<file path="src/rtl/display_sequencer_pkg.sv">
// Shared encodings and constants for the display sequencer.
package display_sequencer_pkg;

    // Requested effect, as presented on the mode input
    typedef enum logic [1:0] {
        MODE_STATIC = 2'd0,
        MODE_SPIN   = 2'd1,
        MODE_SCROLL = 2'd2,
        MODE_BLINK  = 2'd3
    } mode_e;

    // Sequencer states; STATIC needs no animation state and goes straight to FINISH
    typedef enum logic [2:0] {
        ST_IDLE   = 3'd0,
        ST_SPIN   = 3'd1,
        ST_SCROLL = 3'd2,
        ST_BLINK  = 3'd3,
        ST_FINISH = 3'd4
    } state_e;

    // Ring-segment codes used by the spinner: RING_BASE .. RING_BASE+RING_LEN-1
    localparam logic [4:0] RING_BASE = 5'h10;
    localparam int         RING_LEN  = 6;

    // Ring phase to decoder code
    function automatic logic [4:0] ring_code(input logic [2:0] phase);
        return RING_BASE + {2'b00, phase};
    endfunction

endpackage

</file>
<file path="src/rtl/tick_divider.sv">
// Animation step generator: one-cycle tick every TICK_DIV cycles, held at phase 0 while cleared.
module tick_divider #(
    parameter int TICK_DIV = 12500000
) (
    input  logic clock,
    input  logic reset,
    input  logic clear,
    output logic tick
);

    localparam int CNT_W = (TICK_DIV > 2) ? $clog2(TICK_DIV) : 1;
    localparam logic [CNT_W-1:0] CNT_LAST = CNT_W'(TICK_DIV - 1);

    logic [CNT_W-1:0] cnt;
    logic             last;

    assign last = (cnt == CNT_LAST);
    assign tick = last && !clear;

    // Free-running count that wraps on the last phase; clear restarts it from zero
    always_ff @(posedge clock) begin
        if (!reset || clear || last) begin
            cnt <= '0;
        end else begin
            cnt <= cnt + CNT_W'(1);
        end
    end

endmodule

</file>
<file path="src/rtl/display_sequencer.sv">
// Display effect sequencer: plays static/spin/scroll/blink on a bank of digit codes, then settles on the latched value.
module display_sequencer
    import display_sequencer_pkg::*;
#(
    parameter int NUM_DIGITS  = 4,
    parameter int TICK_DIV    = 12500000,
    parameter int SPIN_ROUNDS = 2,
    parameter int BLINKS      = 3
) (
    input  logic                    clock,
    input  logic                    reset,
    input  logic                    start,
    input  logic [1:0]              mode,
    input  logic [5*NUM_DIGITS-1:0] value,
    input  logic                    abort,
    output logic [5*NUM_DIGITS-1:0] codes,
    output logic [NUM_DIGITS-1:0]   digit_en,
    output logic                    busy,
    output logic                    done
);

    localparam int CODES_W  = 5 * NUM_DIGITS;
    localparam int SPIN_N   = RING_LEN * SPIN_ROUNDS;
    localparam int BLINK_N  = 2 * BLINKS;
    localparam int MAX_A    = (SPIN_N > BLINK_N) ? SPIN_N : BLINK_N;
    localparam int STEP_MAX = (MAX_A > NUM_DIGITS) ? MAX_A : NUM_DIGITS;
    localparam int STEP_W   = $clog2(STEP_MAX + 1);

    localparam logic [STEP_W-1:0] SPIN_STEPS   = STEP_W'(SPIN_N);
    localparam logic [STEP_W-1:0] SCROLL_STEPS = STEP_W'(NUM_DIGITS);
    localparam logic [STEP_W-1:0] BLINK_STEPS  = STEP_W'(BLINK_N);
    localparam logic [2:0]        RING_LAST    = 3'(RING_LEN - 1);

    state_e                state_q, state_d;
    logic [CODES_W-1:0]    codes_q, codes_d;
    logic [NUM_DIGITS-1:0] en_q, en_d;
    logic [CODES_W-1:0]    val_q, val_d;
    logic [STEP_W-1:0]     step_q, step_d, step_inc;
    logic [2:0]            ring_q, ring_d;
    logic [4:0]            scroll_digit;
    logic                  tick;
    int                    sel;

    // Counter restarts at every accept, so the first tick lands TICK_DIV cycles later
    tick_divider #(.TICK_DIV(TICK_DIV)) u_tick (
        .clock (clock),
        .reset (reset),
        .clear ((state_q == ST_IDLE) || (state_q == ST_FINISH)),
        .tick  (tick)
    );

    assign codes    = codes_q;
    assign digit_en = en_q;
    assign busy     = (state_q != ST_IDLE);
    assign done     = (state_q == ST_FINISH);

    // State and datapath registers
    always_ff @(posedge clock) begin
        if (!reset) begin
            state_q <= ST_IDLE;
            codes_q <= '0;
            en_q    <= '0;
            val_q   <= '0;
            step_q  <= '0;
            ring_q  <= '0;
        end else begin
            state_q <= state_d;
            codes_q <= codes_d;
            en_q    <= en_d;
            val_q   <= val_d;
            step_q  <= step_d;
            ring_q  <= ring_d;
        end
    end

    // Next state and next outputs; abort outranks a coincident tick
    always_comb begin
        state_d  = state_q;
        codes_d  = codes_q;
        en_d     = en_q;
        val_d    = val_q;
        step_d   = step_q;
        ring_d   = ring_q;
        step_inc = step_q + STEP_W'(1);
        // Scroll tick j = step+1 brings in digit NUM_DIGITS-j of the latched value
        sel          = NUM_DIGITS - 1 - int'(step_q);
        scroll_digit = val_q[sel*5 +: 5];

        if (state_q == ST_IDLE) begin
            if (start) begin
                val_d  = value;
                step_d = '0;
                ring_d = '0;
                case (mode_e'(mode))
                    MODE_STATIC: begin
                        codes_d = value;
                        en_d    = '1;
                        state_d = ST_FINISH;
                    end
                    MODE_SPIN: begin
                        codes_d = {NUM_DIGITS{RING_BASE}};
                        en_d    = '1;
                        state_d = ST_SPIN;
                    end
                    MODE_SCROLL: begin
                        codes_d = '0;
                        en_d    = '0;
                        state_d = ST_SCROLL;
                    end
                    default: begin
                        codes_d = value;
                        en_d    = '1;
                        state_d = ST_BLINK;
                    end
                endcase
            end
        end else if (state_q == ST_FINISH) begin
            state_d = ST_IDLE;
        end else if (abort) begin
            codes_d = val_q;
            en_d    = '1;
            state_d = ST_FINISH;
        end else if (tick) begin
            step_d = step_inc;
            case (state_q)
                ST_SPIN: begin
                    if (step_inc == SPIN_STEPS) begin
                        codes_d = val_q;
                        state_d = ST_FINISH;
                    end else begin
                        ring_d  = (ring_q == RING_LAST) ? 3'd0 : ring_q + 3'd1;
                        codes_d = {NUM_DIGITS{ring_code(ring_d)}};
                    end
                end
                ST_SCROLL: begin
                    codes_d = (codes_q << 5) | CODES_W'(scroll_digit);
                    en_d    = (en_q << 1) | NUM_DIGITS'(1);
                    if (step_inc == SCROLL_STEPS) state_d = ST_FINISH;
                end
                ST_BLINK: begin
                    en_d = ~en_q;
                    if (step_inc == BLINK_STEPS) state_d = ST_FINISH;
                end
                default: state_d = ST_IDLE;
            endcase
        end
    end

endmodule

</file>
<file path="config.mk">
export PLATFORM = sky130hd
export DESIGN_NAME = display_sequencer
export DESIGN_NICKNAME = d
export VERILOG_FILES = /design/src/rtl/display_sequencer_pkg.sv /design/src/rtl/tick_divider.sv /design/src/rtl/display_sequencer.sv
export SDC_FILE = /design/constraint.sdc
export NUM_CORES = 1
export LEC_CHECK = 0
export CAP_MARGIN = 20
export CORE_UTILIZATION = 40
export CTS_BUF_LIST = sky130_fd_sc_hd__clkbuf_16
export CTS_CLUSTER_SIZE = 40
export DETAILED_ROUTE_END_ITERATION = 10
export GPL_TIMING_DRIVEN = 0
export PLACE_DENSITY = 0.65
export RECOVER_POWER = 25
export SYNTH_ARGS = -nofsm -noshare
export SYNTH_HDL_FRONTEND = slang
export SYNTH_SLANG_ARGS = --single-unit
</file>
<file path="constraint.sdc">
create_clock -name clock -period 7.2 [get_ports clock]
set_input_delay 1.44 -clock clock [delete_from_list [all_inputs] [get_ports clock]]
set_output_delay 1.44 -clock clock [all_outputs]
set_load 0.02 [all_outputs]
</file>
==> results of run 1 <==
## per-layer routing
metal | vias up | wire, um | GRT usage
met5 | - | 0 | 0
met4 | 0 | 413 | 0.109
met3 | 39 | 1310 | 0.0595
met2 | 263 | 6820 | 0.372
met1 | 2355 | 6670 | 0.333
li1 | 2306 | - | -
## synthesized netlist by cell type, types with 3 or more instances
cell type and number:
nand3_1 23, nor2b_1 9, xnor2_1 7, nand4_1 10, nor4_1 3, a21oi_1 15
clkbuf_1 26, a21boi_0 21, nor3_1 7, nor2_1 54, o21ai_1 11, nand2b_1 5
o21ai_0 36, o21a_1 3, a22oi_1 7, a31oi_1 23, a222oi_1 3, dfxtp_1 78
ha_1 14, a221oi_1 9, o211ai_1 9, xor2_1 17, mux2i_1 10, and2_1 8
and3_1 3, mux4_2 19, inv_1 17, nand2_1 84, mux2_2 4, buf_2 8
nand3b_1 3
## power by group
part	switching, uW	total [uW]	internal (uW)
Combinational	151	264	114
Clock	194	430	236
Sequential	40.2	503	462
## worst max-delay path, delay by kind of cell, from the launching register on
kind	cells	cell delay, ns
AO/OA/AOI/OAI	4	0.79
buffers and inverters	6	1.49
adder cells (fa/ha/maj)	3	0.91
flip-flops	1	0.35
AND/OR/NAND/NOR	1	0.83
## flip-flops by register name (all words and copies together), names as in the netlist
name	cells
state_q	3
ring_q	3
step_q	4
digit_en	4
codes	20
u_tick.cnt	24
val_q	20
## metrics by stage
step / worst slack [ns] / area, um2
global route: 2.54 / 5960
detailed placement: 2.91 / 5700
floorplan: 3.74 / 4980
finish: 2.77 / 5960
global placement: 2.95 / 5700
CTS: 2.90 / 5980
## cells in the final DEF (no fill, tap or decap), drive strengths merged, types with 9 or more instances in the layout
cell | Yosys | layout
nor2b | 9 | 9
mux4 | 19 | 19
ha | 14 | 14
nor3 | 9 | 9
nor2 | 56 | 56
o211ai | 10 | 10
a221oi | 9 | 9
o21ai | 47 | 47
nand2 | 85 | 85
mux2i | 10 | 10
a31oi | 23 | 23
clkbuf | 27 | 36
buf | 9 | 9
and2 | 9 | 9
a21oi | 16 | 16
nand3 | 24 | 24
inv | 17 | 19
dfxtp | 78 | 78
clkdlybuf4s50 | 0 | 47
xor2 | 17 | 17
a21boi | 23 | 23
nand4 | 10 | 10
## cells by family after synthesis
family                   after synthesis  synth area share
AO/OA/AOI/OAI                        156             0.208
XOR/XNOR                              24            0.0422
adder cells (fa/ha/maj)               15            0.0392
buffers and inverters                 54            0.0457
flip-flops                            78             0.313
multiplexers                          34             0.117
AND/OR/NAND/NOR                      236             0.234
## layout make-up
type	instances	share of cell area
plain buffers	37	0.0275
inverters	17	0.0107
flip-flops and latches	78	0.262
clock inverters	7	0.00945
repair buffers	51	0.0857
well taps	168	0.0353
multi-input cells	465	0.532
clock buffers	9	0.0378
## worst paths after layout
kind,end,slack (ns),depth (start not counted)
setup / recovery,codes[4]$_SDFFE_PN0P_,2.77,14
hold / removal,u_tick.cnt[0]$_SDFF_PP0_,0.44,1
setup reg to reg,codes[4]$_SDFFE_PN0P_,2.77,14
hold reg to reg,u_tick.cnt[0]$_SDFF_PP0_,0.44,1
==> summary.txt, run 1 <==
CLOCK NETWORK
-----------------------------------------------------------------------------------------------
Clock input transition at the sequential cells of the worst setup and hold paths        0.06 ns
Setup Fix Bufs, Post-CTS                                                                      0
Maximum root-to-sink buffer count                                                             2
Post-CTS resize count                                                                         0
Source-to-sink clock delay at the later pin of the worst-skew pair                      0.35 ns
Inserted Clock Buffers                                                                        9
TritonCTS clock tree                                                                       done
Hold buffers post-CTS                                                                         0
H-tree levels                                                                                 3
Clock tree root driver cell                                                           clkbuf_16
Number of sinks driven by the clock tree                                                     78

SETUP PATH
-----------------------------------------------------------------------------------------------
List of cells traversed by the critical path                                       buf_2 -> buf_1 -> buf_2 -> inv_1 -> ha_1 -> ha_1 -> inv_1 -> fa_1 -> clkbuf_1 -> nor4_1 -> a21oi_1 -> o2111ai_1 -> o311ai_0 -> a31oi_1
Worst Setup Start Kind                                                                flip-flop
Startpoint of the worst setup timing path                                          step_q[1]$_SDFFE_PN0P_
Data required time at the worst endpoint                                                7.47 ns
Endpoint type of the worst setup path                                                 flip-flop
Largest stage delay on the critical path                                                0.83 ns
Arr. time, crit path                                                                    4.71 ns
Maximum fanout encountered on the critical timing path                                       10
Type of the worst setup path                                                            reg2reg
Reg-to-reg startpoint                                                              step_q[1]$_SDFFE_PN0P_
CP max stage cell                                                                        nor4_1

STA
-----------------------------------------------------------------------------------------------
Normalized max-slew margin                                                                0.356
Final setup violating endpoints                                                               0
FMAX                                                                                  0.226 GHz
Unrepaired setup endpoints after global routing                                           false
Min cycle time layout                                                                   4.43 ns
Final Hold Slack                                                                       0.445 ns
Final sum of negative setup slack                                                          0 ns
Ratio of final minimum period to clock period                                             0.616
Final Hold Fails                                                                              0
Slew @ Worst Pin                                                                       0.959 ns
Fin. max-slew vios                                                                            0
Maximum clock skew at final layout                                                   0.00701 ns

PLACE
-----------------------------------------------------------------------------------------------
Number of buffer cells added on primary ports                                                51
Number of placed instances, taps included                                                   816
Final HPWL from detailed placement                                                      11.4 mm
Final estimated routing congestion in global placement                                    0.972

SYNTHESIS
-----------------------------------------------------------------------------------------------
Post-synthesis cell type with the largest combined area                                 dfxtp_1
Synthesized area per cell                                                              8.35 um2
Most used flip-flop cell after synthesis                                                dfxtp_1
Post-synthesis instance total                                                               597
Fraction of synthesized cell area taken by the top area cell type                         0.313
Number of nets produced by synthesis                                                        638
EDFF count, synth                                                                             0
Synthesized cell area                                                                  4980 um2
Cell types occupying the most area after synthesis                                 dfxtp_1 31%, mux4_2 8.6%, nand2_1 6.3%, nor2_1 4.1%, o21ai_0 3.6%
Unique cell type count in the Yosys netlist                                                  73
Yosys warning total                                                                           0
Share of the yosys chip area belonging to registers                                       0.313
Async set-or-reset flop fraction in the synthesized netlist                                   0
Register bit total from synthesis                                                            78

DETAILED ROUTING
-----------------------------------------------------------------------------------------------
Antenna-violating nets left                                                                   0
Router iterations before antenna repair                                                       6
Count of vias placed by the detailed router                                                4963
Total wire length                                                                       15.2 mm
WL per Instance                                                                         18.3 um
Count of routing violations after the opening detailed-route iteration                      412
Post-route DRC violation count                                                                0
Vias per cell                                                                              5.97

GLOBAL ROUTE
-----------------------------------------------------------------------------------------------
Total track usage                                                                         0.246
Number of antenna violations at the first check in global routing                             0
Vias in the first global route                                                             4706
Wire length of the first global-routing pass                                            24.6 mm
GR Overflow Total                                                                             0
Maximum number of pins on one net before global-route repair                                 16

POWER AND IR DROP
-----------------------------------------------------------------------------------------------
Total power divided by cell area                                                     201 nW/um2
Overall power                                                                           1200 uW
Lkg Pwr                                                                              0.00203 uW
Worst ir drop on vdd                                                                 0.000137 V

FLOORPLAN
-----------------------------------------------------------------------------------------------
Top-level I/O count                                                                          52
Initial Util                                                                              0.413
DIE HEIGHT                                                                               114 um
Area enclosed by the die boundary                                                     12900 um2
Area of the core region                                                               12100 um2
Placement row count                                                                          40
Horizontal extent of the die                                                             114 um

FINAL LAYOUT
-----------------------------------------------------------------------------------------------
Fillcell total                                                                             1134
Area added between synthesis and finish                                                   19.6%
Share of cells above drive strength 1                                                    0.0919
Area taken by multi-input logic gates                                                  3170 um2
Area used by sequential logic in the layout                                            1560 um2
# diodes                                                                                      0
Total Nets Final                                                                            700
Filler-free cell count of the finished design                                               832
Fraction of the core area covered by cells at the end of the flow                         0.494

HOLD PATH
-----------------------------------------------------------------------------------------------
Worst hold path type                                                                    reg2reg
Start point of the worst min-delay path                                            u_tick.cnt[0]$_SDFF_PP0_

STATUS
-----------------------------------------------------------------------------------------------
Outcome                                                                            finished, final reports clean

FLOW RUN
-----------------------------------------------------------------------------------------------
Number of maximum-capacitance constraint violations                                           0

Power figures use the tool's default switching activity.
==> run 2: changes to the inputs <==
--- a/config.mk
+++ b/config.mk
@@ -11,7 +11,7 @@
 export CTS_CLUSTER_SIZE = 40
 export DETAILED_ROUTE_END_ITERATION = 10
 export GPL_TIMING_DRIVEN = 0
-export PLACE_DENSITY = 0.65
+export PLACE_DENSITY = 0.67
 export RECOVER_POWER = 25
 export SYNTH_ARGS = -nofsm -noshare
 export SYNTH_HDL_FRONTEND = slang
==> constraint.sdc (replaced) <==
create_clock -name clock -period 3.9 [get_ports clock]
set_input_delay 0.78 -clock clock [delete_from_list [all_inputs] [get_ports clock]]
set_output_delay 0.78 -clock clock [all_outputs]
set_load 0.02 [all_outputs]
==> summary.txt, run 2 (synthesis gave the netlist of run 1 again) <==
CLOCK NETWORK
-----------------------------------------------------------------------------------------------
Source-to-sink clock delay at the later pin of the worst-skew pair                      0.34 ns   was 0.35 ns
Clock tree root driver cell                                                           clkbuf_16   unchanged
Maximum root-to-sink buffer count                                                             2   unchanged
Clock input transition at the sequential cells of the worst setup and hold paths        0.06 ns   about the same
Hold buffers post-CTS                                                                         0   unchanged
Number of sinks driven by the clock tree                                                     78   unchanged
Inserted Clock Buffers                                                                        9   unchanged
Setup Fix Bufs, Post-CTS                                                                      0   unchanged
H-tree levels                                                                                 3   unchanged
TritonCTS clock tree                                                                       done   unchanged

FLOORPLAN
-----------------------------------------------------------------------------------------------
Area of the core region                                                               12100 um2   unchanged
Top-level I/O count                                                                          52   unchanged
Placement row count                                                                          40   unchanged
DIE HEIGHT                                                                               114 um   unchanged
Initial Util                                                                              0.413   unchanged
Horizontal extent of the die                                                             114 um   unchanged
Area enclosed by the die boundary                                                     12900 um2   unchanged

STATUS
-----------------------------------------------------------------------------------------------
Outcome                                                                            finished, final reports clean   unchanged

SETUP PATH
-----------------------------------------------------------------------------------------------
Arr. time, crit path                                                                    3.88 ns   was 4.71 ns
Maximum fanout encountered on the critical timing path                                       19   was 10
Largest stage delay on the critical path                                                0.66 ns   was 0.83 ns
Worst Setup Start Kind                                                                flip-flop   unchanged
Endpoint type of the worst setup path                                                 flip-flop   unchanged
Length in cells of the worst reg-to-reg path                                                 12   was 14
Reg-to-reg startpoint                                                              step_q[1]$_SDFFE_PN0P_   unchanged
CP max stage cell                                                                          fa_2   was nor4_1
List of cells traversed by the critical path                                       clkbuf_4 -> buf_2 -> inv_1 -> ha_1 -> ha_1 -> inv_1 -> fa_2 -> inv_1 -> or3_1 -> o2111ai_1 -> o311ai_0 -> a31oi_1   was buf_2 -> buf_1 -> buf_2 -> inv_1 -> ha_1 -> ha_1 -> inv_1 -> fa_1 -> clkbuf_1 -> nor4_1 -> a21oi_1 -> o2111ai_1 -> o311ai_0 -> a31oi_1
Data required time at the worst endpoint                                                4.17 ns   was 7.47 ns
Most used cell along the critical path                                                    inv_1
Type of the worst setup path                                                            reg2reg   unchanged
Flop2flop setup slack                                                                   0.29 ns   was 2.77 ns
Crit path max-delay family                                                          adder cells   was buffers and inverters
CP Buf/Inv Count                                                                              5   was 6
Endpoint of the lowest-slack register-to-register path                             codes[4]$_SDFFE_PN0P_   unchanged

DETAILED ROUTING
-----------------------------------------------------------------------------------------------
Post-route DRC violation count                                                                0   unchanged
WL per Instance                                                                         18.6 um   was 18.3 um
Router iterations before antenna repair                                                       6   unchanged
Antenna-violating nets left                                                                   0   unchanged
Count of routing violations after the opening detailed-route iteration                      490   was 412
Count of vias placed by the detailed router                                                4978   was 4963
Vias per cell                                                                              6.00   was 5.97
Total wire length                                                                       15.4 mm   was 15.2 mm

FINAL LAYOUT
-----------------------------------------------------------------------------------------------
Design area                                                                            5980 um2   was 5960 um2
Most common cell after layout, fill and taps aside                                      nand2_1   unchanged
Most flops, register                                                                 u_tick.cnt   unchanged
Area added between synthesis and finish                                                   20.0%   was 19.6%
Most frequent cells in the layout                                                  84 x nand2_1, 78 x dfxtp_1, 55 x nor2_1   unchanged
Total Nets Final                                                                            697   was 700
Max FFs per register                                                                         24   unchanged
# diodes                                                                                      0   unchanged
Share of cells above drive strength 1                                                    0.0968   was 0.0919

STA
-----------------------------------------------------------------------------------------------
Maximum clock skew at final layout                                                   0.00832 ns   was 0.00701 ns
Ratio of final minimum period to clock period                                             0.925   was 0.616
Final Hold Slack                                                                       0.436 ns   was 0.445 ns
Fin. max-slew vios                                                                            0   unchanged
Final Hold Fails                                                                              0   unchanged
Min cycle time layout                                                                   3.61 ns   was 4.43 ns
Slew @ Worst Pin                                                                       0.867 ns   was 0.959 ns
Unrepaired setup endpoints after global routing                                           false   unchanged
Slack of the critical path                                                             0.293 ns   was 2.77 ns
FMAX                                                                                  0.277 GHz   was 0.226 GHz
Final setup violating endpoints                                                               0   unchanged
Normalized max-slew margin                                                                0.418   was 0.356

PLACE
-----------------------------------------------------------------------------------------------
Number of buffer cells added on primary ports                                                51   unchanged
Placed standard-cell area                                                              5700 um2   unchanged
Final HPWL from detailed placement                                                      11.6 mm   was 11.4 mm
Worst Setup Slack post-DPL                                                            -0.383 ns   was 2.91 ns
Final estimated routing congestion in global placement                                    0.978   was 0.972

POWER AND IR DROP
-----------------------------------------------------------------------------------------------
Total power divided by cell area                                                     370 nW/um2   was 201 nW/um2
Worst ir drop on vdd                                                                 0.000220 V   was 0.000137 V
Lkg Pwr                                                                              0.00208 uW   was 0.00203 uW
Overall power                                                                           2210 uW   was 1200 uW

GLOBAL ROUTE
-----------------------------------------------------------------------------------------------
Vias in the first global route                                                             4708   was 4706
Maximum number of pins on one net before global-route repair                                 20   was 16
GR Overflow Total                                                                             0   unchanged
Total track usage                                                                         0.248   was 0.246
Number of antenna violations at the first check in global routing                             0   unchanged
Wire length of the first global-routing pass                                            24.9 mm   was 24.6 mm

HOLD PATH
-----------------------------------------------------------------------------------------------
Worst Hold Endpoint                                                                u_tick.cnt[0]$_SDFF_PP0_   unchanged
Start point of the worst min-delay path                                            u_tick.cnt[0]$_SDFF_PP0_   unchanged
Worst hold path type                                                                    reg2reg   unchanged
Worst hold path stage count                                                                   1   unchanged

FLOW RUN
-----------------------------------------------------------------------------------------------
Number of maximum-capacitance constraint violations                                           0   unchanged

run 2: changes by cell type in the layout (fill, tap and decap cells not counted), sizes merged:
cell           delta
buf               -3
inv               +1
dlygate4sd3      +20
clkdlybuf4s50    -20
clkinvlp          -2
clkinv            +1
run 2: repair_timing:
| action | in CTS | in global routing |
|---|---|---|
| endpoints found under the hold margin | 0 | 0 |
| resized for setup | 1 | 5 |
| setup endpoints to repair | 4 | 3 |
| gates cloned | 0 | 0 |
run 2: worst max path at each step:
stage | start | to | slack, ns | cells after the start
global route | step_q[1]$_SDFFE_PN0P_ | codes[4]$_SDFFE_PN0P_ | 0.09 | 12
CTS | step_q[0]$_SDFFE_PN0P_ | codes[1]$_SDFFE_PN0P_ | 0.07 | 12
detailed placement | step_q[0]$_SDFFE_PN0P_ | codes[4]$_SDFFE_PN0P_ | -0.38 | 14
global placement | step_q[0]$_SDFFE_PN0P_ | codes[4]$_SDFFE_PN0P_ | -0.36 | 14
finish | step_q[1]$_SDFFE_PN0P_ | codes[4]$_SDFFE_PN0P_ | 0.29 | 12
floorplan | step_q[1]$_SDFFE_PN0P_ | codes[1]$_SDFFE_PN0P_ | 0.44 | 13
run 2: routing by layer:
metal	wire, um	vias to the layer above	part of all wire	global-route usage
met5	0	-	0	0
met4	424	0	0.027	0.0974
met3	1280	32	0.083	0.0462
met2	6930	226	0.45	0.381
met1	6790	2418	0.44	0.342
li1	-	2302	-	-
run 2: report_power, final:
group          total (uW)  internal [uW]  switching [uW]
Combinational         477            199             278
Clock                 812            439             372
Sequential            925            853            71.7
Total                2210           1490             722
run 2: area by class of cell:
type	count	area (um2)
clock buffer	9	225
multi-input combinational	465	3200
tap	168	210
buffer	34	158
sequential	78	1560
clock inverter	7	56.3
fill	1138	6080
inverter	17	63.8
timing repair buffer	51	510
run 2: stage by stage:
stage | utilization | cells | setup TNS [ns]
final | 0.496 | 829 | 0
after global routing | 0.496 | 829 | 0
after CTS | 0.496 | 830 | 0
after detailed placement | 0.473 | 816 | -1.11
after global placement | 0.473 | 816 | -1.00
after floorplan | - | 597 | 0
==> run 3: changes to the inputs <==
==> constraint.sdc (replaced) <==
create_clock -name clock -period 3.9 [get_ports clock]
set_input_delay 0.39 -clock clock [delete_from_list [all_inputs] [get_ports clock]]
set_output_delay 0.39 -clock clock [all_outputs]
set_load 0.02 [all_outputs]
==> summary.txt, run 3 (synthesis gave the netlist of run 1 again) <==
FLOORPLAN
-----------------------------------------------------------------------------------------------
Horizontal extent of the die                                                             114 um   unchanged
Area enclosed by the die boundary                                                     12900 um2   unchanged
Initial Util                                                                              0.413   unchanged
Top-level I/O count                                                                          52   unchanged
Placement row count                                                                          40   unchanged
DIE HEIGHT                                                                               114 um   unchanged
Area of the core region                                                               12100 um2   unchanged

FINAL LAYOUT
-----------------------------------------------------------------------------------------------
# diodes                                                                                      0   unchanged
Area taken by multi-input logic gates                                                  3210 um2   was 3200 um2
Filler-free cell count of the finished design                                               829   unchanged
Most common cell after layout, fill and taps aside                                      nand2_1   unchanged
Most frequent cells in the layout                                                  84 x nand2_1, 78 x dfxtp_1, 54 x nor2_1   was 84 x nand2_1, 78 x dfxtp_1, 55 x nor2_1
Area added between synthesis and finish                                                   20.3%   was 20.0%
Share of cells above drive strength 1                                                    0.0983   was 0.0968
Total Nets Final                                                                            697   unchanged
Max FFs per register                                                                         24   unchanged
Fillcell total                                                                             1137   was 1138
Fraction of the core area covered by cells at the end of the flow                         0.497   was 0.496
Area used by sequential logic in the layout                                            1560 um2   unchanged
Most flops, register                                                                 u_tick.cnt   unchanged

GLOBAL ROUTE
-----------------------------------------------------------------------------------------------
Maximum number of pins on one net before global-route repair                                 20   unchanged
Vias in the first global route                                                             4708   unchanged
Met3 Track Usage GR                                                                      0.0462   unchanged
Global routing met2 resource utilization                                                  0.381   unchanged
Number of antenna violations at the first check in global routing                             0   unchanged
Met1 capacity usage during global routing                                                 0.342   unchanged
Routing layer with the top usage in global route                                           met2   unchanged
Total track usage                                                                         0.248   unchanged
GR Overflow Total                                                                             0   unchanged
Wire length of the first global-routing pass                                            24.9 mm   unchanged

PLACE
-----------------------------------------------------------------------------------------------
Final HPWL from detailed placement                                                      11.6 mm   unchanged
Number of placed instances, taps included                                                   816   unchanged
Number of buffer cells added on primary ports                                                51   unchanged
Final estimated routing congestion in global placement                                    0.978   unchanged

DETAILED ROUTING
-----------------------------------------------------------------------------------------------
Antenna-violating nets left                                                                   0   unchanged
Total wire length                                                                       15.3 mm   was 15.4 mm
Post-route DRC violation count                                                                0   unchanged
Count of vias placed by the detailed router                                                4960   was 4978
Vias per cell                                                                              5.98   was 6.00
Count of routing violations after the opening detailed-route iteration                      486   was 490
WL per Instance                                                                         18.5 um   was 18.6 um
Router iterations before antenna repair                                                       7   was 6

STA
-----------------------------------------------------------------------------------------------
Final setup violating endpoints                                                               0   unchanged
Normalized max-slew margin                                                                0.408   was 0.418
Min cycle time layout                                                                   3.61 ns   about the same
Ratio of final minimum period to clock period                                             0.927   was 0.925
Final sum of negative setup slack                                                          0 ns   unchanged
Maximum clock skew at final layout                                                   0.00808 ns   was 0.00832 ns
Slew @ Worst Pin                                                                       0.881 ns   was 0.867 ns
Unrepaired setup endpoints after global routing                                           false   unchanged
Final Hold Fails                                                                              0   unchanged
Fin. max-slew vios                                                                            0   unchanged
FMAX                                                                                  0.277 GHz   about the same

CLOCK NETWORK
-----------------------------------------------------------------------------------------------
H-tree levels                                                                                 3   unchanged
Clock tree root driver cell                                                           clkbuf_16   unchanged
Hold buffers post-CTS                                                                         0   unchanged
Maximum root-to-sink buffer count                                                             2   unchanged
TritonCTS clock tree                                                                       done   unchanged
Post-CTS resize count                                                                         1   unchanged
Setup Fix Bufs, Post-CTS                                                                      0   unchanged
Number of sinks driven by the clock tree                                                     78   unchanged
Clock input transition at the sequential cells of the worst setup and hold paths        0.06 ns   about the same
Inserted Clock Buffers                                                                        9   unchanged
Source-to-sink clock delay at the later pin of the worst-skew pair                      0.34 ns   about the same

POWER AND IR DROP
-----------------------------------------------------------------------------------------------
Power dissipated by switching net loads                                                  722 uW   about the same
Internal Power                                                                          1490 uW   about the same
Lkg Pwr                                                                              0.00208 uW   about the same
Switching share of power                                                                  0.326   about the same
Worst ir drop on vdd                                                                 0.000219 V   was 0.000220 V
Total power divided by cell area                                                     369 nW/um2   was 370 nW/um2
Register share of total power                                                             0.418   about the same
Combinational Power Share                                                                 0.216   was 0.215
Clock Power Share                                                                         0.366   was 0.367

SETUP PATH
-----------------------------------------------------------------------------------------------
Most used cell along the critical path                                                    inv_1   unchanged
Crit path max-delay family                                                          adder cells   unchanged
Data required time at the worst endpoint                                                4.17 ns   about the same
Type of the worst setup path                                                            reg2reg   unchanged
Length in cells of the worst reg-to-reg path                                                 12   unchanged
Largest stage delay on the critical path                                                0.66 ns   about the same
Maximum fanout encountered on the critical timing path                                       19   unchanged
Reg-to-reg startpoint                                                              step_q[1]$_SDFFE_PN0P_   unchanged
Flop2flop setup slack                                                                   0.29 ns   about the same
Arr. time, crit path                                                                    3.88 ns   about the same
List of cells traversed by the critical path                                       clkbuf_4 -> buf_2 -> inv_1 -> ha_1 -> ha_1 -> inv_1 -> fa_2 -> inv_1 -> or3_1 -> o2111ai_1 -> o311ai_0 -> a31oi_1   unchanged
Worst Setup Start Kind                                                                flip-flop   unchanged
Endpoint type of the worst setup path                                                 flip-flop   unchanged
Endpoint of the lowest-slack register-to-register path                             codes[4]$_SDFFE_PN0P_   unchanged
CP max stage cell                                                                          fa_2   unchanged
CP Buf/Inv Count                                                                              5   unchanged

HOLD PATH
-----------------------------------------------------------------------------------------------
Worst hold path stage count                                                                   1   unchanged
Start point of the worst min-delay path                                            u_tick.cnt[0]$_SDFF_PP0_   unchanged
Worst hold path type                                                                    reg2reg   unchanged
Worst Hold Endpoint                                                                u_tick.cnt[0]$_SDFF_PP0_   unchanged

FLOW RUN
-----------------------------------------------------------------------------------------------
Number of maximum-capacitance constraint violations                                           0   unchanged

STATUS
-----------------------------------------------------------------------------------------------
Outcome                                                                            finished, final reports clean   unchanged

-- run 3: cell type report --
cell class,instances,area share
Clock inverter,7,0.00939
Tap cell,168,0.0351
Buffer,34,0.0263
Clock buffer,9,0.0376
Timing Repair Buffer,51,0.0851
Multi-Input combinational cell,465,0.535
Sequential cell,78,0.260
Inverter,17,0.0106
-- run 3: worst max-delay path by stage --
stage	to	cells past startpoint	slack (ns)	start
floorplan	codes[1]$_SDFFE_PN0P_	13	0.44	step_q[1]$_SDFFE_PN0P_
global placement	codes[4]$_SDFFE_PN0P_	14	-0.36	step_q[0]$_SDFFE_PN0P_
detailed placement	codes[4]$_SDFFE_PN0P_	14	-0.38	step_q[0]$_SDFFE_PN0P_
CTS	codes[1]$_SDFFE_PN0P_	12	0.07	step_q[0]$_SDFFE_PN0P_
global route	codes[4]$_SDFFE_PN0P_	12	0.09	step_q[1]$_SDFFE_PN0P_
finish	codes[4]$_SDFFE_PN0P_	12	0.29	step_q[1]$_SDFFE_PN0P_
-- run 3: through the flow --
step           cell area (um2)  power (uW)  hold WS (ns)  worst slack, ns
3_3_place_gp              5700        1410         0.424           -0.356
2_1_floorplan             4980        1210         0.413            0.436
4_1_cts                   5980        2230         0.440           0.0731
5_1_grt                   6000        2310         0.466           0.0948
3_5_place_dp              5700        1420         0.431           -0.383
6_report                  6000        2210         0.436            0.286
-- run 3: power by group through the flow --
stage          clock network, uW  registers, uW  logic, uW
2_1_floorplan                  0            959        251
3_3_place_gp                   0            937        477
6_report                     810            925        478
4_1_cts                      820            922        484
3_5_place_dp                   0            940        481
5_1_grt                      861            930        515
-- run 3: routing by layer --
layer  up-vias  part of all wire  routed length [um]
met4         0             0.028                 423
met5         -                 0                   0
li1       2304                 -                   -
met1      2413              0.44                6820
met2       215              0.45                6890
met3        28             0.079                1210
